--- src/rtl/adder_seq_ctrl.sv ---
// Slice-serial sequencer driving one shared WIDTH-bit adder over WORDS slices, LSB first.
// Optional subtract mode is enabled with `define ADDSEQ_SUB_EN (adds the sub port).
module adder_seq_ctrl #(
  parameter int WIDTH = 8,
  parameter int WORDS = 4
) (
  input  logic                   clk,
  input  logic                   rst,
  input  logic                   start,
  input  logic [WIDTH*WORDS-1:0] a,
  input  logic [WIDTH*WORDS-1:0] b,
  input  logic                   cin,
`ifdef ADDSEQ_SUB_EN
  input  logic                   sub,
`endif
  output logic                   busy,
  output logic                   done,
  output logic [WIDTH*WORDS-1:0] q,
  output logic                   cout,
  output logic [WIDTH-1:0]       add_a,
  output logic [WIDTH-1:0]       add_b,
  output logic                   add_cin,
  input  logic [WIDTH-1:0]       add_q,
  input  logic                   add_cout
);

  localparam int N  = WIDTH * WORDS;
  localparam int IW = (WORDS > 1) ? $clog2(WORDS) : 1;
  localparam logic [IW-1:0] IDX_LAST = IW'(WORDS - 1);

  typedef enum logic [1:0] {
    IDLE = 2'd0,
    RUN  = 2'd1,
    DONE = 2'd2
  } state_t;

  state_t          state_r;
  state_t          state_nxt_s;
  logic [N-1:0]    a_r;
  logic [N-1:0]    b_r;
  logic            carry_r;
  logic [IW-1:0]   idx_r;
  logic            busy_r;
  logic            done_r;
  logic            accept_s;
  logic            sub_s;
  logic [N-1:0]    b_cap_s;
  logic            carry_cap_s;

`ifdef ADDSEQ_SUB_EN
  assign sub_s = sub;
`else
  assign sub_s = 1'b0;
`endif

  assign accept_s = start && ((state_r == IDLE) || (state_r == DONE));
  assign busy     = busy_r;
  assign done     = done_r;

  // Operand conditioning at capture: subtract is a + ~b + 1.
  always_comb begin
    b_cap_s     = b;
    carry_cap_s = cin;
    if (sub_s) begin
      b_cap_s     = ~b;
      carry_cap_s = 1'b1;
    end else begin
      b_cap_s     = b;
      carry_cap_s = cin;
    end
  end

  // Next-state logic.
  always_comb begin
    state_nxt_s = state_r;
    case (state_r)
      IDLE:    state_nxt_s = start ? RUN : IDLE;
      RUN:     state_nxt_s = (idx_r == IDX_LAST) ? DONE : RUN;
      DONE:    state_nxt_s = start ? RUN : IDLE;
      default: state_nxt_s = IDLE;
    endcase
  end

  // Adder pin drive: the current slice while running, zero otherwise.
  always_comb begin
    add_a   = {WIDTH{1'b0}};
    add_b   = {WIDTH{1'b0}};
    add_cin = 1'b0;
    if (state_r == RUN) begin
      add_a   = a_r[idx_r*WIDTH +: WIDTH];
      add_b   = b_r[idx_r*WIDTH +: WIDTH];
      add_cin = carry_r;
    end else begin
      add_a   = {WIDTH{1'b0}};
      add_b   = {WIDTH{1'b0}};
      add_cin = 1'b0;
    end
  end

  // State, status flags, operand capture and slice-by-slice result accumulation.
  always_ff @(posedge clk or posedge rst) begin
    if (rst) begin
      state_r <= IDLE;
      busy_r  <= 1'b0;
      done_r  <= 1'b0;
      a_r     <= {N{1'b0}};
      b_r     <= {N{1'b0}};
      carry_r <= 1'b0;
      idx_r   <= {IW{1'b0}};
      q       <= {N{1'b0}};
      cout    <= 1'b0;
    end else begin
      state_r <= state_nxt_s;
      busy_r  <= (state_nxt_s == RUN);
      done_r  <= (state_nxt_s == DONE);
      if (accept_s) begin
        a_r     <= a;
        b_r     <= b_cap_s;
        carry_r <= carry_cap_s;
        idx_r   <= {IW{1'b0}};
      end else if (state_r == RUN) begin
        q[idx_r*WIDTH +: WIDTH] <= add_q;
        carry_r                 <= add_cout;
        if (idx_r == IDX_LAST) begin
          cout  <= add_cout;
          idx_r <= {IW{1'b0}};
        end else begin
          idx_r <= idx_r + {{(IW-1){1'b0}}, 1'b1};
        end
      end else begin
        idx_r <= idx_r;
      end
    end
  end

endmodule
--- config.mk ---
export PLATFORM = sky130hd
export DESIGN_NAME = adder_seq_ctrl
export DESIGN_NICKNAME = d
export VERILOG_FILES = /design/src/rtl/adder_seq_ctrl.sv
export SDC_FILE = /design/constraint.sdc
export NUM_CORES = 1
export LEC_CHECK = 0
export CORE_MARGIN = 2
export CORE_UTILIZATION = 35
export DETAILED_ROUTE_END_ITERATION = 12
export SKIP_LAST_GASP = 1
export SLEW_MARGIN = 30
export SYNTH_ARGS = -nofsm -noshare
export SYNTH_HDL_FRONTEND = slang
export SYNTH_SLANG_ARGS = --single-unit
export TNS_END_PERCENT = 30
--- constraint.sdc ---
create_clock -name clk -period 3.5 [get_ports clk]
set_input_delay 0.525 -clock clk [delete_from_list [all_inputs] [get_ports clk]]
set_output_delay 0.525 -clock clk [all_outputs]
set_load 0.01 [all_outputs]
==> impl_metrics.prom <==
# TYPE chip_impl_metric gauge
chip_impl_metric{name="max_cap_viol_count",unit=""} 0
chip_impl_metric{name="crit_path_max_incr_delay",unit="ps"} 880
chip_impl_metric{name="die-area",unit="mm²"} 0.0139
chip_impl_metric{name="tritoncts.num_buffers",unit=""} 9
chip_impl_info{name="end_point_of_the_critical_path",value="add_b[6]"} 1
chip_impl_metric{name="h-tree-depth",unit=""} 3
chip_impl_metric{name="drtIter0Drc",unit=""} 211
chip_impl_metric{name="post-dp-hpwl",unit="mm"} 7.80
chip_impl_metric{name="postRouteWirelength",unit="mm"} 10.9
chip_impl_metric{name="power-per-cell-area",unit="mW/mm²"} 883
chip_impl_metric{name="non_filler_cells_in_the_finished_layout",unit=""} 752
chip_impl_metric{name="insertedDiodeCount",unit=""} 0
chip_impl_info{name="mostFrequentLayoutCell",value="sky130_fd_sc_hd__nand2_1"} 1
chip_impl_info{name="regToRegStartpoint",value="idx_r[0]"} 1
chip_impl_metric{name="syn_nets",unit=""} 536
chip_impl_metric{name="post-route-min-period",unit="ps"} 3010
chip_impl_metric{name="synth.yosys.warnings",unit=""} 0
chip_impl_info{name="cts_tree",value="built"} 1
chip_impl_metric{name="finalSetupTns",unit="ps"} 0
chip_impl_metric{name="hold_violations",unit=""} 0
chip_impl_metric{name="timing_max_transition_violations_final",unit=""} 0
chip_impl_metric{name="die_height",unit="µm"} 118
chip_impl_metric{name="seq_area_frac_synth",unit=""} 0.573
chip_impl_metric{name="post_layout_utilization_of_the_core",unit=""} 0.499
chip_impl_metric{name="worst_clock_skew",unit="ps"} 8.14
chip_impl_metric{name="power.clock.fraction",unit=""} 0.188
chip_impl_metric{name="total_switching_power",unit="W"} 0.00190
chip_impl_metric{name="finish.net_count",unit=""} 658
chip_impl_metric{name="cts_hold_repair.buffers",unit=""} 0
chip_impl_metric{name="grt_antenna_before_repair",unit=""} 0
chip_impl_metric{name="synthCells",unit=""} 453
chip_impl_metric{name="wl_per_instance",unit="µm"} 14.5
chip_impl_metric{name="post-cts-setup-buffer-count",unit=""} 0
chip_impl_metric{name="die_width",unit="µm"} 118
chip_impl_metric{name="grt_pass1_wl",unit="mm"} 18.4
chip_impl_metric{name="dp_cells",unit=""} 736
chip_impl_metric{name="ratio_of_final_minimum_period_to_clock_period",unit=""} 0.860
chip_impl_metric{name="clock_insertion_delay_worst_skew",unit="ps"} 340
chip_impl_info{name="criticalPathCategory",value="flop to output port"} 1
chip_impl_metric{name="route.antenna.remaining_nets",unit=""} 0
chip_impl_metric{name="intPower",unit="W"} 0.00369
chip_impl_metric{name="pwr-share-seq",unit=""} 0.387
chip_impl_metric{name="vias_per_cell",unit=""} 4.72
chip_impl_metric{name="post_route_cells_drive_above_1_share",unit=""} 0.0828
chip_impl_metric{name="cts.sink_count",unit=""} 104
chip_impl_metric{name="cp_data_arrival_time",unit="ps"} 2480
chip_impl_metric{name="grt_pass1_vias",unit=""} 3656
chip_impl_metric{name="drcViolationCount",unit=""} 0
chip_impl_metric{name="irDropWorstVdd",unit="V"} 0.000355
chip_impl_metric{name="max_slew_margin",unit=""} 0.476
chip_impl_metric{name="boundaryPins",unit=""} 129
chip_impl_info{name="min-delay-path-class",value="flop to flop"} 1
chip_impl_info{name="rsz0062_at_grt",value="false"} 1
chip_impl_info{name="crit_path_start",value="idx_r[0]"} 1
chip_impl_metric{name="timing.reg2reg.worst_path_depth",unit=""} 6
chip_impl_info{name="crit_chain",value="mux4_2 -> and2_1 -> clkdlybuf4s50_1"} 1
chip_impl_metric{name="first_pass_iters",unit=""} 4
chip_impl_metric{name="port-buffer-count",unit=""} 128
chip_impl_metric{name="cp.required",unit="ps"} 2970
chip_impl_metric{name="path_max_fanout",unit=""} 25
chip_impl_metric{name="p_leak",unit="nW"} 2.92
chip_impl_metric{name="power.share.switching",unit=""} 0.341
chip_impl_metric{name="coreArea",unit="mm²"} 0.0127
chip_impl_metric{name="finalHoldWorstSlack",unit="ps"} 471
chip_impl_metric{name="clk_pin_slew",unit="ps"} 70
chip_impl_metric{name="ffs_latches_synth",unit=""} 104
chip_impl_info{name="critPathLaunchType",value="flop"} 1
chip_impl_metric{name="actual_transition_at_the_worst_max_transition_pin",unit="ps"} 785
chip_impl_metric{name="maximum_clock_frequency",unit="MHz"} 332
chip_impl_info{name="critPathCaptureType",value="output port"} 1
chip_impl_metric{name="placementRows",unit=""} 41
chip_impl_info{name="status",value="finished clean"} 1
chip_impl_metric{name="replace_congestion",unit=""} 0.751
chip_impl_metric{name="flow.area_growth_from_synthesis",unit="%"} 39.2
chip_impl_metric{name="num_vias",unit=""} 3550
chip_impl_metric{name="synthesis.area",unit="mm²"} 0.00455
chip_impl_metric{name="post_cts_resized",unit=""} 0
chip_impl_info{name="critPathSlowestCell",value="sky130_fd_sc_hd__dfrtp_2"} 1
chip_impl_metric{name="grt_overflow",unit=""} 0
chip_impl_metric{name="clock_tree.buffer_depth",unit=""} 2
chip_impl_metric{name="synth.lib_cells_used.distinct",unit=""} 27
chip_impl_info{name="r2r-end",value="q[14]"} 1
chip_impl_metric{name="combined_global_route_utilization_of_all_metal_layers",unit=""} 0.164
chip_impl_info{name="cts-root-buf",value="sky130_fd_sc_hd__clkbuf_16"} 1
chip_impl_info{name="layout.cells.most_common_list",value="sky130_fd_sc_hd__nand2_1, sky130_fd_sc_hd__clkdlybuf4s50_1, sky130_fd_sc_hd__dfrtp_1"} 1
chip_impl_metric{name="effective_utilization_at_floorplan",unit=""} 0.359
chip_impl_metric{name="power.share.combinational",unit=""} 0.425
chip_impl_metric{name="setup.reg_to_reg.worst_slack",unit="ps"} 1170
chip_impl_metric{name="setup_viol",unit=""} 0
chip_impl_metric{name="synthesis.area_per_instance",unit="µm²"} 10.0
chip_impl_metric{name="grt_max_degree",unit=""} 66
==> synthesized netlist by cell type (all sizes together) <==
cell type	number	area, µm²
a31oi	1	6.26
o21ai	18	90.1
nand2b	2	12.5
ha	6	75.1
dfrtp	104	2600
and2	19	119
mux4	16	360
clkbuf	10	37.5
nor4bb	1	10.0
inv	3	13.8
mux2	1	11.3
nor2	2	7.51
nor4b	2	47.6
nand3b	3	26.3
nand3	1	5.00
nor4	1	21.3
nand2	229	860
buf	14	72.6
o31ai	2	15.0
nor2b	2	12.5
a22o	16	140
==> critical path, delay by kind of cell (launching register included) <==
| kind | cells | cell delay (ps) |
|---|---|---|
| flops | 1 | 880 |
| buf+inv | 1 | 480 |
| simple gates | 1 | 180 |
| mux | 1 | 600 |
==> cell type report <==
class	instances	area (µm²)
fill	1200	6340
sequential	104	2600
multi-input combinational	322	1830
timing repair buffer	135	1350
clock buffer	11	233
tap	172	215
clock inverter	5	81.3
inverter	3	16.3
==> kinds of logic after synthesis <==
logic type                 after synthesis  synth area share
DFF                                    104             0.573
adders and majority gates                6            0.0165
AOI/OAI and AO/OA                       37            0.0553
buffers and inverters                   27            0.0273
and+or+nand+nor                        262             0.247
muxes                                   17            0.0818
==> power groups by stage <==
stage                     combinational (W)  clock [W]  sequential (W)
after floorplan                     0.00142          0         0.00208
after global placement              0.00235          0         0.00218
after detailed placement            0.00240          0         0.00219
after CTS                           0.00241    0.00107         0.00218
after global routing                0.00261    0.00113         0.00224
final                               0.00238    0.00105         0.00216
==> registers in the layout, indices dropped and copies added, names as in the netlist <==
signal / count
state_r: 2
q: 32
done: 1
cout: 1
a_r: 32
busy: 1
b_r: 32
carry_r: 1
idx_r: 2
==> worst min path at each step <==
| stage | from | end | slack (ps) | cells after the start |
|---|---|---|---|---|
| final | a_r[16] | a_r[16] | 470 | 2 |
| after detailed placement | a_r[16] | a_r[16] | 460 | 2 |
| after global placement | a_r[17] | a_r[17] | 450 | 2 |
| after CTS | a_r[16] | a_r[16] | 470 | 2 |
| after floorplan | a_r[16] | a_r[16] | 440 | 2 |
| after global routing | b_r[27] | b_r[27] | 490 | 2 |
==> per-layer routing <==
metal	track usage	wire length [µm]	up-vias
met3	0.0484	768	11
met2	0.264	5050	112
met5	0	0	-
met4	0.0505	129	0
li1	-	-	1705
met1	0.214	4990	1722
==> through the flow <==
stage / area [µm²] / setup WS [ps] / total power (W)
floorplan: 4550 / 243 / 0.00350
global placement: 6010 / 835 / 0.00453
detailed placement: 6010 / 833 / 0.00458
CTS: 6330 / 456 / 0.00566
global route: 6330 / 362 / 0.00599
finish: 6330 / 490 / 0.00559
No activity file was read; power rests on OpenSTA's default activity.
